==> config.mk <==
export PLATFORM = sky130hd
export DESIGN_NAME = ex_muldiv
export DESIGN_NICKNAME = d
export VERILOG_FILES = /design/src/rtl/ex_muldiv.sv
export SDC_FILE = /design/constraint.sdc
export NUM_CORES = 1
export LEC_CHECK = 0
export CORE_ASPECT_RATIO = 1.4
export CORE_MARGIN = 1
export CORE_UTILIZATION = 44
export CTS_CLUSTER_DIAMETER = 30
export CTS_CLUSTER_SIZE = 28
export DETAILED_ROUTE_END_ITERATION = 6
export SYNTH_ARGS = -nofsm -noshare
export SYNTH_HDL_FRONTEND = slang
export SYNTH_SLANG_ARGS = --single-unit
==> constraint.sdc <==
create_clock -name clk -period 4.9 [get_ports clk]
set_clock_uncertainty 0.05 [all_clocks]
set_input_delay 0.98 -clock clk [delete_from_list [all_inputs] [get_ports clk]]
set_output_delay 0.98 -clock clk [all_outputs]
set_load 0.1 [all_outputs]
==> src/rtl/ex_muldiv.sv <==
// Iterative multiply/divide unit for the EX stage.
// MULT/MULTU use shift-add and DIV/DIVU use restoring division. Both work on
// operand magnitudes, one bit per cycle for 32 cycles. A final FIX cycle
// restores the signs and writes HI/LO together.
module ex_muldiv (
    input  logic        clk,
    input  logic        reset,
    input  logic        start,
    input  logic [1:0]  op,
    input  logic [31:0] rs_data,
    input  logic [31:0] rt_data,
    input  logic        mthi,
    input  logic        mtlo,
    input  logic        mf_req,
    output logic        busy,
    output logic        done,
    output logic        stall,
    output logic [31:0] hi,
    output logic [31:0] lo
);

    typedef enum logic [1:0] {IDLE, RUN, FIX} state_t;

    state_t      state;
    logic [5:0]  iterCnt;
    logic        isDiv;
    logic        negQuo;     // product or quotient needs negation
    logic        negRem;     // remainder takes the dividend's sign
    logic        divZero;
    logic [31:0] addend;     // multiplicand magnitude or divisor magnitude
    logic [31:0] accHi;      // product high half or partial remainder
    logic [31:0] accLo;      // multiplier/product low half or dividend/quotient

    logic [32:0] mulSum;
    logic [32:0] divShift;
    logic [32:0] divTrial;

    // Two's-complement magnitude of an operand when the op is signed.
    function automatic logic [31:0] magnitude(input logic [31:0] v, input logic signedOp);
        logic signed [31:0] sv;
        sv = signed'(v);
        return (signedOp && sv < 0) ? 32'(-sv) : v;
    endfunction

    // Conditional 32-bit negation used to restore a quotient or remainder sign.
    function automatic logic [31:0] applySign32(input logic [31:0] v, input logic neg);
        return neg ? (~v + 32'd1) : v;
    endfunction

    // Conditional 64-bit negation used to restore the product sign.
    function automatic logic [63:0] applySign64(input logic [63:0] v, input logic neg);
        return neg ? (~v + 64'd1) : v;
    endfunction

    // Per-iteration arithmetic: one shift-add step and one restoring-divide step.
    always_comb begin
        mulSum   = {1'b0, accHi} + (accLo[0] ? {1'b0, addend} : 33'd0);
        divShift = {accHi, accLo[31]};
        divTrial = divShift - {1'b0, addend};
    end

    assign busy  = (state != IDLE);
    assign stall = busy & (start | mf_req | mthi | mtlo);

    // Control FSM, iteration datapath and HI/LO write-back.
    always_ff @(posedge clk) begin
        if (reset) begin
            state   <= IDLE;
            iterCnt <= 6'd0;
            done    <= 1'b0;
            hi      <= 32'd0;
            lo      <= 32'd0;
            isDiv   <= 1'b0;
            negQuo  <= 1'b0;
            negRem  <= 1'b0;
            divZero <= 1'b0;
            addend  <= 32'd0;
            accHi   <= 32'd0;
            accLo   <= 32'd0;
        end else begin
            done <= 1'b0;
            case (state)
                IDLE: begin
                    if (start) begin
                        state   <= RUN;
                        iterCnt <= 6'd0;
                        isDiv   <= op[1];
                        negQuo  <= ~op[0] & (rs_data[31] ^ rt_data[31]);
                        negRem  <= ~op[0] & rs_data[31];
                        divZero <= (rt_data == 32'd0);
                        accHi   <= 32'd0;
                        accLo   <= op[1] ? magnitude(rs_data, ~op[0]) : magnitude(rt_data, ~op[0]);
                        addend  <= op[1] ? magnitude(rt_data, ~op[0]) : magnitude(rs_data, ~op[0]);
                    end else begin
                        if (mthi) hi <= rs_data;
                        if (mtlo) lo <= rs_data;
                    end
                end
                RUN: begin
                    iterCnt <= iterCnt + 6'd1;
                    if (isDiv) begin
                        // A borrow out of the trial subtraction means restore.
                        accHi <= divTrial[32] ? divShift[31:0] : divTrial[31:0];
                        accLo <= {accLo[30:0], ~divTrial[32]};
                    end else begin
                        {accHi, accLo} <= {mulSum, accLo[31:1]};
                    end
                    if (iterCnt == 6'd31) state <= FIX;
                end
                FIX: begin
                    state <= IDLE;
                    done  <= 1'b1;
                    if (isDiv) begin
                        // A zero divisor leaves the quotient all ones. The
                        // sign-restored remainder then equals the original dividend.
                        lo <= divZero ? 32'hFFFF_FFFF : applySign32(accLo, negQuo);
                        hi <= applySign32(accHi, negRem);
                    end else begin
                        {hi, lo} <= applySign64({accHi, accLo}, negQuo);
                    end
                end
                default: state <= IDLE;
            endcase
        end
    end

endmodule

==> out/qor.yml, run 1 <==
cts:
  cts_hold_buffers: 0
  cts_setup_buffers: 0
  cts_sinks: 173
  clockBufferDepth: 2
  htreeDepth: 4
  numCtsBuffers: 17
  cts.clk_slew.worst_paths_ns: 0.07
  cts_repair_resize_count: 0
  root_buffer: "clkbuf_16"
  clkLatencyLatePin_ns: 0.46
  cts_tree: "yes"
global_routing:
  use_met3_pct: 3.63
  met2_usage_pct: 55.7
  grt_pass1_vias: 13800
  met1_usage_pct: 39.3
  grt_util_all_layers_pct: 31.8
  grt_max_degree: 72
  grt_first_pass_wirelength_um: 79700
  grt_overflow: 0
  top_usage_layer: "met2"
  antenna_found_initial: 0
worst_setup_path:
  end_kind: "flip-flop"
  arrival_ns: 4.45
  required_ns: 5.20
  startpoint_type: "primary input"
  worstPathMaxFanout: 4
  path_class: "in -> reg"
timing:
  rsz0062_at_grt: "false"
  tns_ns: 0
  tightest_slew_ns: 1.16
  setup_viol: 0
  max_clock_freq_mhz: 241
  relSlewSlack_pct: 22.9
  drv_slew: 0
  holdWs_ns: 0.392
  finalCritPeriodShare_pct: 84.8
  finalHoldViolCount: 0
  min_period_ns: 4.15
placement:
  placed_cells: 2321
  gp_congestion: 0.943
  portBuffers: 138
  hpwl_um: 39000
power_and_ir_drop:
  power_density_nw_per_um2: 269
  p_leak_nw: 6.29
  ir_drop_v: 0.000240
layout:
  drive_gt1_share_pct: 5.78
  fin_cells: 2350
  syn_to_final_growth_pct: 16.3
  final_util_pct: 51.8
  diodes: 0
  fillers: 3148
  fin_nets: 2088
logic_synthesis:
  synth_seq_area_share_pct: 24.7
  yosys_warnings: 0
  ys_types: 77
  synth_async_sr_flop_share_pct: 0
  syn-cell-area_um2: 14000
  synth_edf_count: 0
  avgSynthCellArea_um2: 7.52
  synthesis.instances: 1864
  synth_nets: 2007
  synth_flop_cell: "dfxtp_1"
  synth_seq_cells: 173
routing:
  vias: 14700
  wl_um: 52200
  detail_route.vias_per_cell: 6.24
  avgRoutedWirePerCell_um: 22.2
  drc: 3
  ant_nets: 0
  dr.first_iter.drc_count: 1230
  dr.pass1.iters: 7
die:
  die_w_um: 153
  ios: 139
  core-area_um2: 31500
  floorplan.initialDensity_pct: 44.5
  row_count: 77
  die_area_um2: 32600
  chipHeight_um: 213
min_path:
  min_path_type: "reg -> reg"
job:
  cap_violations: 0
status:
  outcome: "finished with violations"
  violations: "DRC"
critical path, cell delays in order:
cell	delay (ns)
clkdlybuf4s50_1	0.43
or4_1	0.63
or4_1	0.50
nand2b_1	0.20
nor2_1	0.26
nand2_1	0.15
nor4_1	0.43
a21oi_1	0.15
or3b_2	0.46
a221oi_1	0.25
sequential cells by signal (all words and copies together) (netlist names):
name	count
accHi	32
accLo	32
addend	32
divZero	1
done	1
hi	32
isDiv	1
iterCnt	6
lo	32
negQuo	1
negRem	1
state	2
cell usage in the layout, fill, tap and decap left out, drive strengths merged, types with 13 or more instances in the layout:
master / n
a211oi: 60
a21o: 29
a21oi: 191
a221oi: 24
a222oi: 31
a22oi: 44
and2: 14
buf: 53
clkbuf: 18
clkdlybuf4s50: 135
dfxtp: 173
ha: 69
inv: 57
mux2i: 44
nand2: 141
nand2b: 20
nand3: 23
nor2: 224
nor2b: 13
nor3: 42
nor4: 20
o211ai: 24
o21a: 16
o21ai: 137
o31ai: 21
or3: 17
xnor2: 102
xor2: 72
cell type report:
type	count	area (um2)	share of cell area (%)
clock buffer	18	439	2.69
sequential	173	3460	21.2
clock inverter	11	123	0.752
tap	395	494	3.03
multi-input combinational	1508	9800	60.1
timing repair buffer	188	1770	10.9
inverter	57	214	1.31
per-stage QoR:
| stage | cell area, um2 | setup WS [ns] | total power [mW] |
|---|---|---|---|
| floorplan | 14000 | 1.25 | 2.57 |
| global placement | 15700 | 0.318 | 3.00 |
| detailed placement | 15700 | 0.317 | 3.01 |
| CTS | 16300 | 0.786 | 4.39 |
| global route | 16300 | 0.555 | 4.57 |
| finish | 16300 | 0.747 | 4.39 |
cells in the mapped netlist (all sizes together), types with 21 or more instances:
master  number  area, um2
o211ai      24        180
inv         57        214
o31ai       21        158
xnor2      102        893
nor2       224        846
clkbuf     109        490
nand3       23        115
a211oi      60        450
a21o        29        218
ha          69        863
a21oi      191        956
o21ai      137        686
dfxtp      173       3460
a221oi      24        210
a222oi      31        310
mux2i       44        440
xor2        72        631
nand2      141        529
nor3        42        210
a22oi       44        330
power breakdown:
group	switching (mW)	internal (mW)
Combinational	0.898	0.510
Clock	0.639	0.753
Sequential	0.104	1.49
Total	1.64	2.75
kinds of logic after synthesis:
| family | count (synthesis) | synth area share, % |
|---|---|---|
| adders and majority gates | 71 | 6.44 |
| xor gates and xnor gates | 174 | 10.9 |
| muxes | 45 | 3.22 |
| AOI/OAI and AO/OA | 650 | 30.2 |
| buffers and inverters | 183 | 5.67 |
| DFF | 173 | 24.7 |
| and+or+nand+nor | 568 | 18.9 |
final timing paths:
kind / startpoint / endpoint / slack (ns) / cells past startpoint
hold / removal: addend[22]$_SDFFE_PP0P_ / addend[22]$_SDFFE_PP0P_ / 0.39 / 2
setup / recovery: rs_data[9] / addend[31]$_SDFFE_PP0P_ / 0.75 / 10
hold reg to reg: addend[22]$_SDFFE_PP0P_ / addend[22]$_SDFFE_PP0P_ / 0.39 / 2
setup reg to reg: accLo[0]$_SDFFE_PP0P_ / accHi[29]$_SDFFE_PP0P_ / 0.84 / 15
metal layers:
layer | vias to the layer above | part of all wire [%]
li1 | 7003 | -
met1 | 7043 | 43
met2 | 496 | 49
met3 | 114 | 5.1
met4 | 0 | 3.7
met5 | - | 0
No activity file was read; power rests on OpenSTA's default activity.
==> run 2, diff against run 1 <==
--- a/config.mk
+++ b/config.mk
@@ -11,6 +11,7 @@
 export CTS_CLUSTER_DIAMETER = 30
 export CTS_CLUSTER_SIZE = 28
 export DETAILED_ROUTE_END_ITERATION = 6
+export PLACE_DENSITY = 0.67
 export SYNTH_ARGS = -nofsm -noshare
 export SYNTH_HDL_FRONTEND = slang
 export SYNTH_SLANG_ARGS = --single-unit
==> constraint.sdc (replaced) <==
create_clock -name clk -period 3.8 [get_ports clk]
set_clock_uncertainty 0.05 [all_clocks]
set_input_delay 0.76 -clock clk [delete_from_list [all_inputs] [get_ports clk]]
set_output_delay 0.76 -clock clk [all_outputs]
set_load 0.1 [all_outputs]
==> run 2 against run 1 <==
- the run still ends with DRC left
- sequential cell count is the same
- via count grew 3.8%
- clock-buffer cell count grew 3
- sequential share of layout area shrank 1.0 points
- global-route usage is essentially flat
- final cell count grew 4.8%
==> out/qor.yml, run 2 (synthesis gave the netlist of run 1 again) <==
timing:
  relSlewSlack_pct: 31.6  # +8.6 points
  setup_ws_ns: 0.160  # -0.587 ns
  finalCritPeriodShare_pct: 95.8
  finalHoldViolCount: 0  # unchanged
  min_period_ns: 3.64
  rsz0062_at_grt: "true"
  holdWs_ns: 0.403  # +0.0104 ns
  drv_slew: 0  # unchanged
  tightest_slew_ns: 1.02  # -0.133 ns
  max_clock_freq_mhz: 275
  setup_viol: 0  # unchanged
placement:
  gp_congestion: 1.00  # +6.2%
  place_area_um2: 16500  # +5.1%
  placed_cells: 2430  # +4.7%
  portBuffers: 138  # unchanged
  post-place-ws_ns: -0.431  # -0.748 ns
  hpwl_um: 40300  # +3.2%
power_and_ir_drop:
  power_density_nw_per_um2: 334  # +24%
  ir_drop_v: 0.000348  # +45%
  p_leak_nw: 6.87  # +9.2%
  power.total_mw: 5.73  # +31%
worst_setup_path:
  required_ns: 4.09  # -1.11 ns
  path_class: "reg -> reg"
  arrival_ns: 3.93  # -0.52 ns
  end_kind: "flip-flop"
  startpoint_type: "flip-flop"
  worstPathMaxFanout: 13  # +9
status:
  outcome: "finished with violations"
  violations: "DRC"
min_path:
  min_path_type: "reg -> reg"
cts:
  clockBufferDepth: 2  # unchanged
  cts_tree: "yes"
  cts_hold_buffers: 0  # unchanged
  clkLatencyLatePin_ns: 0.46  # about the same
  cts_setup_buffers: 0  # unchanged
  cts.clk_slew.worst_paths_ns: 0.07  # about the same
  numCtsBuffers: 17  # unchanged
  root_buffer: "clkbuf_16"
  cts_sinks: 173  # unchanged
  htreeDepth: 4  # unchanged
global_routing:
  antenna_found_initial: 0  # unchanged
  grt_first_pass_wirelength_um: 80300  # +0.75%
  grt_overflow: 0  # unchanged
  grt_max_degree: 88  # +22%
  grt_util_all_layers_pct: 31.8  # -0.036 points
  grt_pass1_vias: 14500  # +4.6%
job:
  cap_violations: 0  # unchanged
die:
  core-area_um2: 31500  # unchanged
  chipHeight_um: 213  # unchanged
  die_area_um2: 32600  # unchanged
  die_w_um: 153  # unchanged
  ios: 139  # unchanged
  row_count: 77  # unchanged
  floorplan.initialDensity_pct: 44.5  # unchanged
routing:
  wl_um: 52100  # -0.16%
  vias: 15200  # +3.8%
  dr.pass1.iters: 7  # unchanged
  drc: 1  # -2
  ant_nets: 0  # unchanged
  detail_route.vias_per_cell: 6.18  # -0.93%
  avgRoutedWirePerCell_um: 21.2  # -4.7%
  dr.first_iter.drc_count: 1372  # +12%
layout:
  fin_nets: 2197  # +5.2%
  fillers: 3034  # -3.6%
  syn_to_final_growth_pct: 22.3
  fin_cells: 2462  # +4.8%
  drive_gt1_share_pct: 11.1  # +5.3 points
  final_common_cell: "nor2_1"
  diodes: 0  # unchanged
  final_area_um2: 17200  # +5.2%
  final_cell_mix: "nor2_1, a21oi_1, dfxtp_1"
-- run 2: cell types whose count changed in the layout (fill, tap and decap cells not counted), moves of 2 or more --
| cell | before | now |
|---|---|---|
| buf_4 | 50 | 161 |
| or4_4 | 3 | 6 |
| o21ai_0 | 135 | 133 |
| clkbuf_8 | 1 | 3 |
| clkinvlp_4 | 7 | 3 |
| o21ai_1 | 2 | 4 |
| clkinv_4 | 0 | 5 |
| or4_1 | 8 | 5 |
-- run 2: timing repair --
action | in CTS | in global routing
endpoints found under the setup margin | 0 | 13
endpoints found under the hold margin | 0 | 0
gates resized for setup | 0 | 8
-- run 2: power by group --
part	leakage [nW]	switching (mW)	internal, mW	total, mW
Clock	0.276	0.826	0.960	1.79
Sequential	1.41	0.120	1.92	2.04
Combinational	5.18	1.19	0.722	1.91
-- run 2: layer usage --
layer,vias up,wire length [um],GRT usage [%]
met4,0,2630,16.9
li1,7242,-,-
met1,7143,21100,38.4
met2,667,25000,55.7
met3,159,3360,3.39
met5,-,0,0
-- run 2: layout make-up --
cell class / instances / area, um2 / share of cell area (%)
clock inverters: 11 / 110 / 0.642
repair buffers: 297 / 2570 / 15.0
flip-flops and latches: 173 / 3460 / 20.2
clock buffers: 21 / 470 / 2.74
multi-input cells: 1508 / 9820 / 57.3
well taps: 395 / 494 / 2.88
inverters: 57 / 214 / 1.25
-- run 2: worst paths after layout --
kind                          start                      to  slack (ns)  depth (start not counted)
min reg2reg  addend[5]$_SDFFE_PP0P_  addend[5]$_SDFFE_PP0P_        0.40                          2
max          accLo[31]$_SDFFE_PP0P_   accHi[9]$_SDFFE_PP0P_        0.16                         13
min          addend[5]$_SDFFE_PP0P_  addend[5]$_SDFFE_PP0P_        0.40                          2
max reg2reg  accLo[31]$_SDFFE_PP0P_   accHi[9]$_SDFFE_PP0P_        0.16                         13
-- run 2: critical path: stages, from the launching register on --
cell	delay [ns]
dfxtp_1	0.39
inv_1	0.06
ha_1	0.22
fa_1	0.41
nand2b_1	0.19
a21oi_1	0.22
o311ai_0	0.20
a21o_1	0.32
a2111o_1	0.38
o211ai_1	0.23
buf_4	0.31
buf_4	0.20
mux2i_1	0.24
o21ai_0	0.09
-- run 2: metrics by stage --
| stage | utilization [%] | TNS [ns] |
|---|---|---|
| 2_1_floorplan | - | 0 |
| 5_1_grt | 54.4 | -0.156 |
| 3_5_place_dp | 52.5 | -3.21 |
| 6_report | 54.4 | 0 |
| 3_3_place_gp | 52.5 | -2.60 |
| 4_1_cts | 54.4 | 0 |
